`src/rtl/spi_pkg.sv`:
```
// -----------------------------------------------------------------------------
// spi_pkg
// Shared definitions for the SPI control register block: register byte
// offsets, STATUS/CTRL bit positions, count-field geometry and the transfer
// sequencer state encoding.
// -----------------------------------------------------------------------------
package spi_pkg;

  // Register byte offsets on the 4-bit bus address
  localparam logic [3:0] OFF_TXDATA = 4'h0;
  localparam logic [3:0] OFF_RXDATA = 4'h4;
  localparam logic [3:0] OFF_STATUS = 4'h8;
  localparam logic [3:0] OFF_CTRL   = 4'hC;

  // STATUS bit positions
  localparam int STAT_BUSY       = 0;
  localparam int STAT_TX_FULL    = 1;
  localparam int STAT_TX_EMPTY   = 2;
  localparam int STAT_RX_FULL    = 3;
  localparam int STAT_RX_EMPTY   = 4;
  localparam int STAT_TX_OVF     = 5;
  localparam int STAT_RX_OVF     = 6;
  localparam int STAT_TX_CNT_LSB = 8;
  localparam int STAT_RX_CNT_LSB = 12;
  localparam int CNT_FIELD_W     = 3;

  // CTRL bit positions
  localparam int CTRL_ENABLE   = 0;
  localparam int CTRL_CS_FORCE = 1;
  localparam int CTRL_IRQ_EN   = 2;

  // Transfer sequencer states
  typedef enum logic [1:0] {
    SEQ_IDLE      = 2'd0,
    SEQ_LAUNCH    = 2'd1,
    SEQ_WAIT_DONE = 2'd2
  } seq_state_t;

endpackage

```
`src/rtl/spi_ctrl_regs_if.sv`:
```
// -----------------------------------------------------------------------------
// spi_ctrl_regs_if
// Single-cycle register bus between a host (master) and spi_ctrl_regs (slave).
//   bus_sel   : access request, one cycle per access
//   bus_we    : 1 = write, 0 = read
//   bus_addr  : byte offset
//   bus_wdata : write data
//   bus_rdata : registered read data, valid with bus_ack
//   bus_ack   : one-cycle pulse, the cycle after bus_sel
// -----------------------------------------------------------------------------
interface spi_ctrl_regs_if;
  logic        bus_sel;
  logic        bus_we;
  logic [3:0]  bus_addr;
  logic [31:0] bus_wdata;
  logic [31:0] bus_rdata;
  logic        bus_ack;

  modport master (
    output bus_sel, bus_we, bus_addr, bus_wdata,
    input  bus_rdata, bus_ack
  );

  modport slave (
    input  bus_sel, bus_we, bus_addr, bus_wdata,
    output bus_rdata, bus_ack
  );
endinterface

```
`src/rtl/sync_fifo.sv`:
```
// -----------------------------------------------------------------------------
// sync_fifo
// Small synchronous FIFO with first-word-fall-through head output.
//   clk, reset : clock, asynchronous active-low reset
//   push, push_data : write request / data (accepted when not full, or when
//                     a pop happens in the same cycle)
//   pop        : remove head entry (ignored when empty)
//   head_data  : current head entry
//   full, empty, count : occupancy
// DEPTH must be a power of two so the pointers wrap naturally.
// -----------------------------------------------------------------------------
module sync_fifo #(
  parameter  int WIDTH = 8,
  parameter  int DEPTH = 4,
  localparam int PTR_W = $clog2(DEPTH),
  localparam int CNT_W = PTR_W + 1
) (
  input  logic             clk,
  input  logic             reset,
  input  logic             push,
  input  logic [WIDTH-1:0] push_data,
  input  logic             pop,
  output logic [WIDTH-1:0] head_data,
  output logic             full,
  output logic             empty,
  output logic [CNT_W-1:0] count
);

  logic [WIDTH-1:0] entries [DEPTH];
  logic [PTR_W-1:0] wr_ptr_reg;
  logic [PTR_W-1:0] rd_ptr_reg;
  logic [CNT_W-1:0] count_reg;
  logic             do_push;
  logic             do_pop;

  assign do_pop  = pop && (count_reg != '0);
  // A push into a full FIFO still lands when the head leaves in the same cycle.
  assign do_push = push && ((count_reg != CNT_W'(DEPTH)) || do_pop);

  generate
    for (genvar gi = 0; gi < DEPTH; gi++) begin : g_entry
      logic [WIDTH-1:0] entry_reg;
      always_ff @(posedge clk or negedge reset) begin
        if (!reset) begin
          entry_reg <= '0;
        end else if (do_push && (wr_ptr_reg == PTR_W'(gi))) begin
          entry_reg <= push_data;
        end
      end
      assign entries[gi] = entry_reg;
    end
  endgenerate

  always_ff @(posedge clk or negedge reset) begin
    if (!reset) begin
      wr_ptr_reg <= '0;
      rd_ptr_reg <= '0;
      count_reg  <= '0;
    end else begin
      if (do_push) wr_ptr_reg <= wr_ptr_reg + 1'b1;
      if (do_pop)  rd_ptr_reg <= rd_ptr_reg + 1'b1;
      if (do_push && !do_pop)      count_reg <= count_reg + 1'b1;
      else if (do_pop && !do_push) count_reg <= count_reg - 1'b1;
    end
  end

  assign head_data = entries[rd_ptr_reg];
  assign full      = (count_reg == CNT_W'(DEPTH));
  assign empty     = (count_reg == '0);
  assign count     = count_reg;

endmodule

```
`src/rtl/spi_ctrl_regs.sv`:
```
// -----------------------------------------------------------------------------
// spi_ctrl_regs
// Register front end for a byte-wide SPI shift engine: TX/RX FIFOs, STATUS and
// CTRL registers, and a sequencer that feeds the engine one byte at a time.
//   clk, reset   : clock, asynchronous active-low reset
//   bus_if       : register bus (slave side), offsets TXDATA/RXDATA/STATUS/CTRL
//   eng_start    : one-cycle pulse launching a byte in the shift engine
//   eng_tx_data  : byte to shift out, held from eng_start until eng_done
//   eng_done     : engine finished the byte (ignored unless waiting for it)
//   eng_rx_data  : received byte, valid with eng_done
//   cs_n         : chip select, low while busy or when forced
//   irq          : level interrupt
// -----------------------------------------------------------------------------
module spi_ctrl_regs
  import spi_pkg::*;
#(
  parameter int FIFO_DEPTH = 4
) (
  input  logic           clk,
  input  logic           reset,
  spi_ctrl_regs_if.slave bus_if,
  output logic           eng_start,
  output logic [7:0]     eng_tx_data,
  input  logic           eng_done,
  input  logic [7:0]     eng_rx_data,
  output logic           cs_n,
  output logic           irq
);

  localparam int CNT_W = $clog2(FIFO_DEPTH) + 1;

  logic             wr_access;
  logic             rd_access;
  logic             tx_push;
  logic             tx_pop;
  logic             tx_full;
  logic             tx_empty;
  logic [7:0]       tx_head;
  logic [CNT_W-1:0] tx_count;
  logic             rx_push;
  logic             rx_pop;
  logic             rx_full;
  logic             rx_empty;
  logic [7:0]       rx_head;
  logic [CNT_W-1:0] rx_count;
  logic             done_accept;
  logic             status_wr;
  logic             ctrl_wr;
  logic             tx_ovf_set;
  logic             rx_ovf_set;
  logic             busy;

  seq_state_t  state_reg;
  seq_state_t  state_next;
  logic        enable_reg;
  logic        cs_force_reg;
  logic        irq_en_reg;
  logic        tx_ovf_reg;
  logic        rx_ovf_reg;
  logic        ack_reg;
  logic [31:0] rdata_reg;
  logic [31:0] rdata_next;
  logic [7:0]  eng_tx_data_reg;
  logic        unused_wdata;

  // ---------------------------------------------------------------------------
  // Bus decode
  // ---------------------------------------------------------------------------
  assign wr_access = bus_if.bus_sel && bus_if.bus_we;
  assign rd_access = bus_if.bus_sel && !bus_if.bus_we;
  assign tx_push   = wr_access && (bus_if.bus_addr == OFF_TXDATA);
  assign rx_pop    = rd_access && (bus_if.bus_addr == OFF_RXDATA);
  assign status_wr = wr_access && (bus_if.bus_addr == OFF_STATUS);
  assign ctrl_wr   = wr_access && (bus_if.bus_addr == OFF_CTRL);
  assign unused_wdata = ^bus_if.bus_wdata[31:8];

  // ---------------------------------------------------------------------------
  // FIFOs
  // ---------------------------------------------------------------------------
  sync_fifo #(.WIDTH(8), .DEPTH(FIFO_DEPTH)) u_tx_fifo (
    .clk       (clk),
    .reset     (reset),
    .push      (tx_push),
    .push_data (bus_if.bus_wdata[7:0]),
    .pop       (tx_pop),
    .head_data (tx_head),
    .full      (tx_full),
    .empty     (tx_empty),
    .count     (tx_count)
  );

  sync_fifo #(.WIDTH(8), .DEPTH(FIFO_DEPTH)) u_rx_fifo (
    .clk       (clk),
    .reset     (reset),
    .push      (rx_push),
    .push_data (eng_rx_data),
    .pop       (rx_pop),
    .head_data (rx_head),
    .full      (rx_full),
    .empty     (rx_empty),
    .count     (rx_count)
  );

  // A received byte is dropped if RX is full when the engine reports it,
  // regardless of a same-cycle bus pop.
  assign rx_push    = done_accept && !rx_full;
  assign rx_ovf_set = done_accept && rx_full;
  // TX push to a full FIFO only drops when the sequencer is not popping.
  assign tx_ovf_set = tx_push && tx_full && !tx_pop;

  // ---------------------------------------------------------------------------
  // Sequencer
  // ---------------------------------------------------------------------------
  always_ff @(posedge clk or negedge reset) begin
    if (!reset) state_reg <= SEQ_IDLE;
    else        state_reg <= state_next;
  end

  always_comb begin
    state_next  = state_reg;
    tx_pop      = 1'b0;
    done_accept = 1'b0;
    case (state_reg)
      SEQ_IDLE: begin
        if (enable_reg && !tx_empty && !rx_full) state_next = SEQ_LAUNCH;
      end
      SEQ_LAUNCH: begin
        tx_pop     = 1'b1;
        state_next = SEQ_WAIT_DONE;
      end
      SEQ_WAIT_DONE: begin
        if (eng_done) begin
          done_accept = 1'b1;
          state_next  = SEQ_IDLE;
        end
      end
      default: state_next = SEQ_IDLE;
    endcase
  end

  // Capture the head on the way into LAUNCH so the byte is already valid
  // while eng_start is high; the head cannot change before the pop.
  always_ff @(posedge clk or negedge reset) begin
    if (!reset) begin
      eng_tx_data_reg <= '0;
    end else if ((state_reg == SEQ_IDLE) && (state_next == SEQ_LAUNCH)) begin
      eng_tx_data_reg <= tx_head;
    end
  end

  assign busy        = (state_reg != SEQ_IDLE);
  assign eng_start   = (state_reg == SEQ_LAUNCH);
  assign eng_tx_data = eng_tx_data_reg;
  assign cs_n        = !(busy || cs_force_reg);
  assign irq         = irq_en_reg && (!rx_empty || tx_ovf_reg || rx_ovf_reg);

  // ---------------------------------------------------------------------------
  // CTRL and sticky overflow flags (a new overflow wins over a same-cycle clear)
  // ---------------------------------------------------------------------------
  always_ff @(posedge clk or negedge reset) begin
    if (!reset) begin
      enable_reg   <= 1'b0;
      cs_force_reg <= 1'b0;
      irq_en_reg   <= 1'b0;
      tx_ovf_reg   <= 1'b0;
      rx_ovf_reg   <= 1'b0;
    end else begin
      if (ctrl_wr) begin
        enable_reg   <= bus_if.bus_wdata[CTRL_ENABLE];
        cs_force_reg <= bus_if.bus_wdata[CTRL_CS_FORCE];
        irq_en_reg   <= bus_if.bus_wdata[CTRL_IRQ_EN];
      end
      if (tx_ovf_set) tx_ovf_reg <= 1'b1;
      else if (status_wr && bus_if.bus_wdata[STAT_TX_OVF]) tx_ovf_reg <= 1'b0;
      if (rx_ovf_set) rx_ovf_reg <= 1'b1;
      else if (status_wr && bus_if.bus_wdata[STAT_RX_OVF]) rx_ovf_reg <= 1'b0;
    end
  end

  // ---------------------------------------------------------------------------
  // Read mux and bus response
  // ---------------------------------------------------------------------------
  always_comb begin
    rdata_next = '0;
    case (bus_if.bus_addr)
      OFF_RXDATA: begin
        if (!rx_empty) rdata_next = {24'h0, rx_head};
      end
      OFF_STATUS: begin
        rdata_next[STAT_BUSY]     = busy;
        rdata_next[STAT_TX_FULL]  = tx_full;
        rdata_next[STAT_TX_EMPTY] = tx_empty;
        rdata_next[STAT_RX_FULL]  = rx_full;
        rdata_next[STAT_RX_EMPTY] = rx_empty;
        rdata_next[STAT_TX_OVF]   = tx_ovf_reg;
        rdata_next[STAT_RX_OVF]   = rx_ovf_reg;
        rdata_next[STAT_TX_CNT_LSB +: CNT_FIELD_W] = CNT_FIELD_W'(tx_count);
        rdata_next[STAT_RX_CNT_LSB +: CNT_FIELD_W] = CNT_FIELD_W'(rx_count);
      end
      OFF_CTRL: begin
        rdata_next[CTRL_ENABLE]   = enable_reg;
        rdata_next[CTRL_CS_FORCE] = cs_force_reg;
        rdata_next[CTRL_IRQ_EN]   = irq_en_reg;
      end
      default: rdata_next = '0;
    endcase
  end

  always_ff @(posedge clk or negedge reset) begin
    if (!reset) begin
      ack_reg   <= 1'b0;
      rdata_reg <= '0;
    end else begin
      ack_reg <= bus_if.bus_sel;
      if (rd_access) rdata_reg <= rdata_next;
    end
  end

  assign bus_if.bus_ack   = ack_reg;
  assign bus_if.bus_rdata = rdata_reg;

endmodule
```
`src/flat_wrapper.sv`:
```
// flat-port wrapper written by rule: the top's interface ports become plain ports
module spi_ctrl_regs_flat import spi_pkg::*;
#(
  parameter int FIFO_DEPTH = 4
)
  (clk, reset, eng_start, eng_tx_data, eng_done, eng_rx_data, cs_n, irq, bus_if_bus_sel, bus_if_bus_we, bus_if_bus_addr, bus_if_bus_wdata, bus_if_bus_rdata, bus_if_bus_ack);
  spi_ctrl_regs_if bus_if_i ();
  input  logic clk;
  input  logic reset;
  output logic eng_start;
  output logic [7:0] eng_tx_data;
  input  logic eng_done;
  input  logic [7:0] eng_rx_data;
  output logic cs_n;
  output logic irq;
  input wire logic [$bits(bus_if_i.bus_sel)-1:0] bus_if_bus_sel;
  input wire logic [$bits(bus_if_i.bus_we)-1:0] bus_if_bus_we;
  input wire logic [$bits(bus_if_i.bus_addr)-1:0] bus_if_bus_addr;
  input wire logic [$bits(bus_if_i.bus_wdata)-1:0] bus_if_bus_wdata;
  output wire logic [$bits(bus_if_i.bus_rdata)-1:0] bus_if_bus_rdata;
  output wire logic [$bits(bus_if_i.bus_ack)-1:0] bus_if_bus_ack;
  assign bus_if_i.bus_sel = bus_if_bus_sel;
  assign bus_if_i.bus_we = bus_if_bus_we;
  assign bus_if_i.bus_addr = bus_if_bus_addr;
  assign bus_if_i.bus_wdata = bus_if_bus_wdata;
  assign bus_if_bus_rdata = bus_if_i.bus_rdata;
  assign bus_if_bus_ack = bus_if_i.bus_ack;
  spi_ctrl_regs #(.FIFO_DEPTH(FIFO_DEPTH)) u_core (.clk(clk), .reset(reset), .bus_if(bus_if_i), .eng_start(eng_start), .eng_tx_data(eng_tx_data), .eng_done(eng_done), .eng_rx_data(eng_rx_data), .cs_n(cs_n), .irq(irq));
endmodule
```
`config.mk`:
```
export PLATFORM = sky130hd
export DESIGN_NAME = spi_ctrl_regs_flat
export DESIGN_NICKNAME = d
export VERILOG_FILES = /design/src/rtl/spi_pkg.sv /design/src/rtl/spi_ctrl_regs_if.sv /design/src/rtl/sync_fifo.sv /design/src/rtl/spi_ctrl_regs.sv /design/src/flat_wrapper.sv
export SDC_FILE = /design/constraint.sdc
export NUM_CORES = 1
export LEC_CHECK = 0
export ABC_AREA = 1
export BUFFER_PORTS_ARGS = -buffer_cell sky130_fd_sc_hd__buf_2
export CORE_AREA = 2 2 106 108
export DETAILED_ROUTE_END_ITERATION = 8
export DIE_AREA = 0 0 108 110
export PLACE_DENSITY = 0.76
export SYNTH_ARGS = -nofsm -noshare
export SYNTH_HDL_FRONTEND = slang
export SYNTH_SLANG_ARGS = --single-unit
```
`constraint.sdc`:
```
create_clock -name clk -period 2 [get_ports clk]
set_input_delay 0.1 -clock clk [delete_from_list [all_inputs] [get_ports clk]]
set_output_delay 0.1 -clock clk [all_outputs]
set_load 0.01 [all_outputs]
```
==> results of run 1 <==
-- layout make-up --
| class | instances | area (µm²) | share of cell area [%] |
|---|---|---|---|
| clock buffers | 11 | 141.4 | 2.312 |
| multi-input cells | 442 | 2253 | 36.85 |
| clock inverters | 4 | 50.05 | 0.8185 |
| flip-flops and latches | 108 | 2703 | 44.20 |
| repair buffers | 85 | 553.0 | 9.044 |
| well taps | 140 | 175.2 | 2.865 |
| inverters | 63 | 239.0 | 3.908 |
-- what timing repair did --
| item | 4_1_cts | 5_1_grt |
|---|---|---|
| hold buffers | 10 | 0 |
| setup endpoints to repair | 1 | 3 |
| pin swaps | 1 | 3 |
| endpoints found under the hold margin | 96 | 0 |
| gates resized for setup | 2 | 17 |
| buffers inserted | 1 | 3 |
-- kinds of logic after synthesis --
group | Yosys count
compound gates | 88
xor+xnor | 9
fa+ha+maj | 12
buf+inv | 107
flops | 108
other cells | 1
simple gates | 315
-- layout by cell type (no fill, tap or decap), types with 15 or more instances in the layout --
| cell type | Yosys | final |
|---|---|---|
| buf_2 | 7 | 49 |
| buf_4 | 20 | 25 |
| conb_1 | 1 | 18 |
| dfrtp_1 | 108 | 108 |
| inv_1 | 59 | 50 |
| nand2_1 | 204 | 203 |
| nand3_1 | 17 | 15 |
| nand4_1 | 33 | 33 |
| nor2_1 | 39 | 37 |
| o21ai_0 | 28 | 26 |
| o21ai_1 | 32 | 34 |
-- metal layers --
metal  vias up  track usage (%)  part of all wire (%)  routed length (µm)
met5         -                0                     0                   0
met4         0            9.432                   2.5                 299
met3        25            5.291                   6.1                 731
met2       141            36.39                    50                6009
met1      2064            26.69                    42                5008
li1       2159                -                     -                   -
-- worst max-delay path, stage by stage, from the launching register on --
cell	delay (ns)
dfrtp_1	0.40
inv_2	0.08
nand3_2	0.11
nand2_4	0.07
nand2_4	0.07
nand2_2	0.07
inv_2	0.06
ha_1	0.15
inv_2	0.06
fa_2	0.35
a21oi_2	0.14
o21ai_1	0.11
xor2_1	0.15
-- power by group through the flow --
stage	combinational (mW)	sequential [mW]	clock (mW)
floorplan	1.99	3.18	0
global placement	2.62	3.24	0
detailed placement	2.70	3.27	0
CTS	2.75	3.24	1.36
global route	3.20	3.34	1.45
finish	2.83	3.26	1.32
-- metrics by stage --
stage / hold slack (ns) / cell area (µm²)
2_1_floorplan: -0.1956 / 5477
3_3_place_gp: 0.01102 / 5762
3_5_place_dp: 0.01863 / 5762
4_1_cts: 0.0001497 / 6063
5_1_grt: 0.004383 / 6115
6_report: 0.01471 / 6115
-- worst min path at each step --
stage	from	to	slack, ns	cells past startpoint
floorplan	reset	u_core.bus_if.bus_ack$_DFF_PN0_	-0.20	0
global route	bus_if_bus_wdata[7]	u_core.u_tx_fifo.g_entry[2].entry_reg[7]$_DFFE_PN0P_	0.004	3
CTS	bus_if_bus_wdata[7]	u_core.u_tx_fifo.g_entry[2].entry_reg[7]$_DFFE_PN0P_	0.0001	3
global placement	reset	u_core.eng_tx_data[7]$_DFFE_PN0P_	0.01	1
finish	eng_rx_data[3]	u_core.u_rx_fifo.g_entry[3].entry_reg[3]$_DFFE_PN0P_	0.01	3
detailed placement	reset	u_core.eng_tx_data[7]$_DFFE_PN0P_	0.02	1
==> results.toml, run 1 <==
[outcome]
status = "finished, final reports clean"

[pwr]
ir_drop_uv = 1079
p_sw_mw = 2.903
pwr-share-clk_pct = 17.8
p_seq_share_pct = 44.0
finalPower_mw = 7.408
p_leak_nw = 3.255
internal_power_mw = 4.504
pwr-share-comb_pct = 38.2
powerDensity_mw_per_mm2 = 1211
switching_share_pct = 39.19

[global_routing]
grt_pass1_vias = 4236
antenna_found_initial = 0
grt_pass1_wl_mm = 19.83
grt_max_degree = 40
grt.overflow.total = 0
grtUsageTotal_pct = 21.65

[floorplanning]
dieArea_mm2 = 0.01188
io_pins = 93
core-area_mm2 = 0.01070
die_h_um = 110
fp.dieW_um = 108
start_util_pct = 50.55
rows = 38

[logic_synthesis]
synth-simple-area-share_pct = 26.49
synth.most_common_cell = "nand2_1"
syn_avg_cell_area_um2 = 8.450
async_flop_share_pct = 100.0
synth_warnings = 0
seq_area_frac_synth_pct = 49.98
synthAdderAreaFrac_pct = 3.054
synth_ff_type = "dfrtp_1"
ys_top_cells_by_area = "dfrtp_1 50%, nand2_1 14%, inv_1 4.1%"
synth-xor-area-share_pct = 1.458
synth.area.mux_share_pct = 0
syn_inst = 640
synth_compound_area_share_pct = 8.746
synth_top_family_by_area = "simple AND/OR/NAND/NOR gates"
ys_seq_elements = 108
synth_cell_types = 35
synth_top_cell_by_area = "dfrtp_1"
syn_area_mm2 = 0.005408
synth_common_cells = "204 x nand2_1, 108 x dfrtp_1, 59 x inv_1"
synth_top_area_share_pct = 49.98
synth_edf_count = 0

[critical_path]
crit_start = "u_core.u_tx_fifo.count[1]$_DFFE_PN0P_"
cp.arrival_ns = 2.21
crit_type = "flop to flop"
r2r_setup_slack_ns = 0.06
startpoint_type = "flop"
cp_max_fo = 4
required_ns = 2.27
r2r_start = "u_core.u_tx_fifo.count[1]$_DFFE_PN0P_"
crit_end = "u_core.u_tx_fifo.count[2]$_DFFE_PN0P_"
r2r.worst_path.cells = 12
rr_endpoint = "u_core.u_tx_fifo.count[2]$_DFFE_PN0P_"
worst_setup_path_end_kind = "flop"

[drt]
detail-route-antenna-nets = 0
avgRoutedWirePerCell_um = 14.13
dr.pass1.iters = 5
first_iter_violations = 261
wirelength_mm = 12.05
via_per_inst = 5.145
vias = 4389
post-route-drc-count = 0

[placed_design]
portBuffers = 50
hpwl_mm = 8.328
dp.cells = 824
place_congestion = 0.8818
dp_slack_ns = -0.03305

[timing]
min_period_ns = 1.937
clock_skew_ns = 0.007846
worst_slack_ns = 0.06262
setup_viol = 0
period_share_pct = 96.87
timing.setup.tns_ns = 0
finalHoldViolCount = 0
fmax_ghz = 0.5162
slew_viol_final = 0

[final_layout]
layout.cells.non_filler = 853
final_core_util_pct = 57.16
fillers = 969
nNetsFinal = 770
diodes = 0
area_growth_pct = 13.07
drive_gt1_share_pct = 17.67

[clock_tree]
htree_levels = 3
cts_tree = "built"
clockBufferDepth = 2
cts_root_buf = "clkbuf_8"
numClockSinks = 108
path_clk_slew_ns = 0.10
insertion_delay_ns = 0.38
cts_buffers = 9

[hold_path]
hold_path_class = "input pin to flop"

[flow_run]
maxCapViolCount = 0
(Power assumes the default switching activity.)
==> inputs of run 2 (changes only) <==
--- a/config.mk
+++ b/config.mk
@@ -6,11 +6,11 @@
 export NUM_CORES = 1
 export LEC_CHECK = 0
 export ABC_AREA = 1
-export BUFFER_PORTS_ARGS = -buffer_cell sky130_fd_sc_hd__buf_2
-export CORE_AREA = 2 2 106 108
+export CORE_AREA = 2 2 103 105
 export DETAILED_ROUTE_END_ITERATION = 8
-export DIE_AREA = 0 0 108 110
-export PLACE_DENSITY = 0.76
+export DIE_AREA = 0 0 105 107
+export DONT_BUFFER_PORTS = 1
+export PLACE_DENSITY = 0.71
 export SYNTH_ARGS = -nofsm -noshare
 export SYNTH_HDL_FRONTEND = slang
 export SYNTH_SLANG_ARGS = --single-unit
==> run 2 against run 1 <==
  * The run now ends with hold timing left
  * Critical path depth is 1 lower
  * Design area is 3.4% lower
  * Via count is 4.7% lower
  * Non-clock buffer count is 47 lower
  * Worst setup slack better by 0.033 ns
  * Total power is 1.6% lower
  * Clock power hardly changed
  * Maximum frequency is 1.7% higher
  * Largest cell class unchanged
==> results.toml, run 2 (synthesis gave the netlist of run 1 again) <==
[final_layout]
layout.cells.non_filler = 803
area_growth_pct = 9.209
layout_common_cells = "203 x nand2_1, 108 x dfrtp_1, 50 x inv_1, 38 x nor2_1"
drive_gt1_share_pct = 10.79
diodes = 0
layout_commonest_cell = "nand2_1"
fin_area_mm2 = 0.005906
nNetsFinal = 723
fillers = 931
final_core_util_pct = 58.52

[critical_path]
critPathMostFrequentCell = "inv_2"
max_stage_delay_ns = 0.44
crit_type = "flop to flop"
cp_max_fo = 4
startpoint_type = "flop"
cp_slowest_cell = "fa_2"
crit_chain = "inv_2, nand3_4, nand2_4, nand2_4, nand2_2, inv_2, ha_1, inv_2, fa_2, nor2_1, a21oi_1"
required_ns = 2.27
cp.arrival_ns = 2.17
worst_setup_path_end_kind = "flop"

[drt]
detail-route-antenna-nets = 0
first_iter_violations = 195
wl_met2_mm = 6.361
wirelength_mm = 12.13
vias = 4183
wl_met1_mm = 4.832
top_layer_used = "met4"
avgRoutedWirePerCell_um = 15.10
post-route-drc-count = 0
met3WireLength_um = 751
dr.pass1.iters = 5
via_per_inst = 5.209

[flow_run]
maxCapViolCount = 0

[global_routing]
grt_max_degree = 109
grt_pass1_wl_mm = 19.98
grtUsageTotal_pct = 22.81
grt.overflow.total = 0
antenna_found_initial = 0
grt_pass1_vias = 4124

[floorplanning]
dieArea_mm2 = 0.01124
start_util_pct = 53.58
die_h_um = 107
fp.dieW_um = 105
core-area_mm2 = 0.01009
rows = 37
io_pins = 93

[placed_design]
placed_area_mm2 = 0.005454
hpwl_mm = 8.061
dp.cells = 765
dp_slack_ns = -0.06604
place_congestion = 0.7918
portBuffers = 0

[timing]
max-slew-margin-rel_pct = 66.01
clock_skew_ns = 0.01067
worst_slack_ns = 0.09547
rsz0062_at_grt = "true"
min_period_ns = 1.905
slew_viol_final = 0
timing.setup.tns_ns = 0
fmax_ghz = 0.5251
hold_ws_ns = -0.5930
setup_viol = 0
finalHoldViolCount = 108
worst_pin_slew_ns = 0.5093
period_share_pct = 95.23

[clock_tree]
cts_root_buf = "clkbuf_8"
path_clk_slew_ns = 0.10
cts_buffers = 9
postCtsHoldBufs = 19
htree_levels = 3
cts_tree = "built"
insertion_delay_ns = 0.37
clockBufferDepth = 2
numClockSinks = 108

[pwr]
powerDensity_mw_per_mm2 = 1234
ir_drop_uv = 783.3
p_leak_nw = 3.043

[outcome]
violations = "hold timing"
status = "complete, but fails checks"

[hold_path]
hold_path_class = "input pin to asynchronous set/reset pin"
## run 2: changes by cell type in the layout (fill, tap and decap cells not counted), moves of 2 or more
cell	before	now
inv_6	0	2
buf_4	25	19
buf_2	49	0
dlygate4sd3_1	10	19
## run 2: timing repair
action,4_1_cts,5_1_grt
setup endpoints to repair,2,4
endpoints found under the hold margin,177,108
setup buffers,1,2
resized for setup,4,15
pin swaps,1,1
## run 2: report_power, final
| part | internal [mW] | switching [mW] | leakage, nW | total [mW] |
|---|---|---|---|---|
| logic | 1.00 | 1.66 | 1.54 | 2.67 |
| registers | 2.82 | 0.457 | 1.40 | 3.28 |
| clock network | 0.586 | 0.759 | 0.100 | 1.34 |
| total | 4.41 | 2.88 | 3.04 | 7.29 |
## run 2: through the flow
| stage | total power [mW] | hold slack (ns) |
|---|---|---|
| final | 7.287 | -0.5930 |
| after global placement | 5.716 | -0.1927 |
| after detailed placement | 5.819 | -0.1913 |
| after floorplan | 5.176 | -0.1956 |
| after global routing | 7.856 | -0.6301 |
| after CTS | 7.241 | -0.6145 |
## run 2: path summary, 6_finish.rpt
kind,end,startpoint,cells past startpoint,slack (ns)
setup reg to reg,u_core.u_tx_fifo.count[1]$_DFFE_PN0P_,u_core.u_tx_fifo.count[2]$_DFFE_PN0P_,11,0.1
hold / removal,u_core.bus_if.bus_ack$_DFF_PN0_,reset,0,-0.59
min in group clk,u_core.tx_ovf_reg$_DFFE_PN0P_,bus_if_bus_wdata[5],2,0.01
max in group asynchronous,u_core.u_rx_fifo.g_entry[2].entry_reg[2]$_DFFE_PN0P_,reset,0,2.43
setup / recovery,u_core.u_tx_fifo.count[1]$_DFFE_PN0P_,u_core.u_tx_fifo.count[2]$_DFFE_PN0P_,11,0.1
hold reg to reg,u_core.u_tx_fifo.g_entry[2].entry_reg[6]$_DFFE_PN0P_,u_core.u_tx_fifo.g_entry[2].entry_reg[6]$_DFFE_PN0P_,2,0.48
## run 2: area by class of cell
| type | instances | area [µm²] | area share (%) |
|---|---|---|---|
| sequential | 108 | 2703 | 45.76 |
| multi-input combinational | 442 | 2263 | 38.33 |
| timing repair buffer | 38 | 332.8 | 5.636 |
| inverter | 63 | 239.0 | 4.047 |
| tap | 136 | 170.2 | 2.881 |
| clock buffer | 9 | 123.9 | 2.097 |
| clock inverter | 7 | 73.82 | 1.250 |
## run 2: metal layers
layer | vias up | global-route usage, %
met4 | 0 | 7.619
li1 | 2073 | -
met1 | 1987 | 26.57
met2 | 111 | 41.00
met3 | 12 | 5.836
met5 | - | 0
## run 2: critical path: cells and delay by family (launching register included)
family / cells / cell delay (ns)
compound gates: 1 / 0.05
fa+ha+maj: 2 / 0.64
buf+inv: 3 / 0.26
flops: 1 / 0.42
simple gates: 5 / 0.44
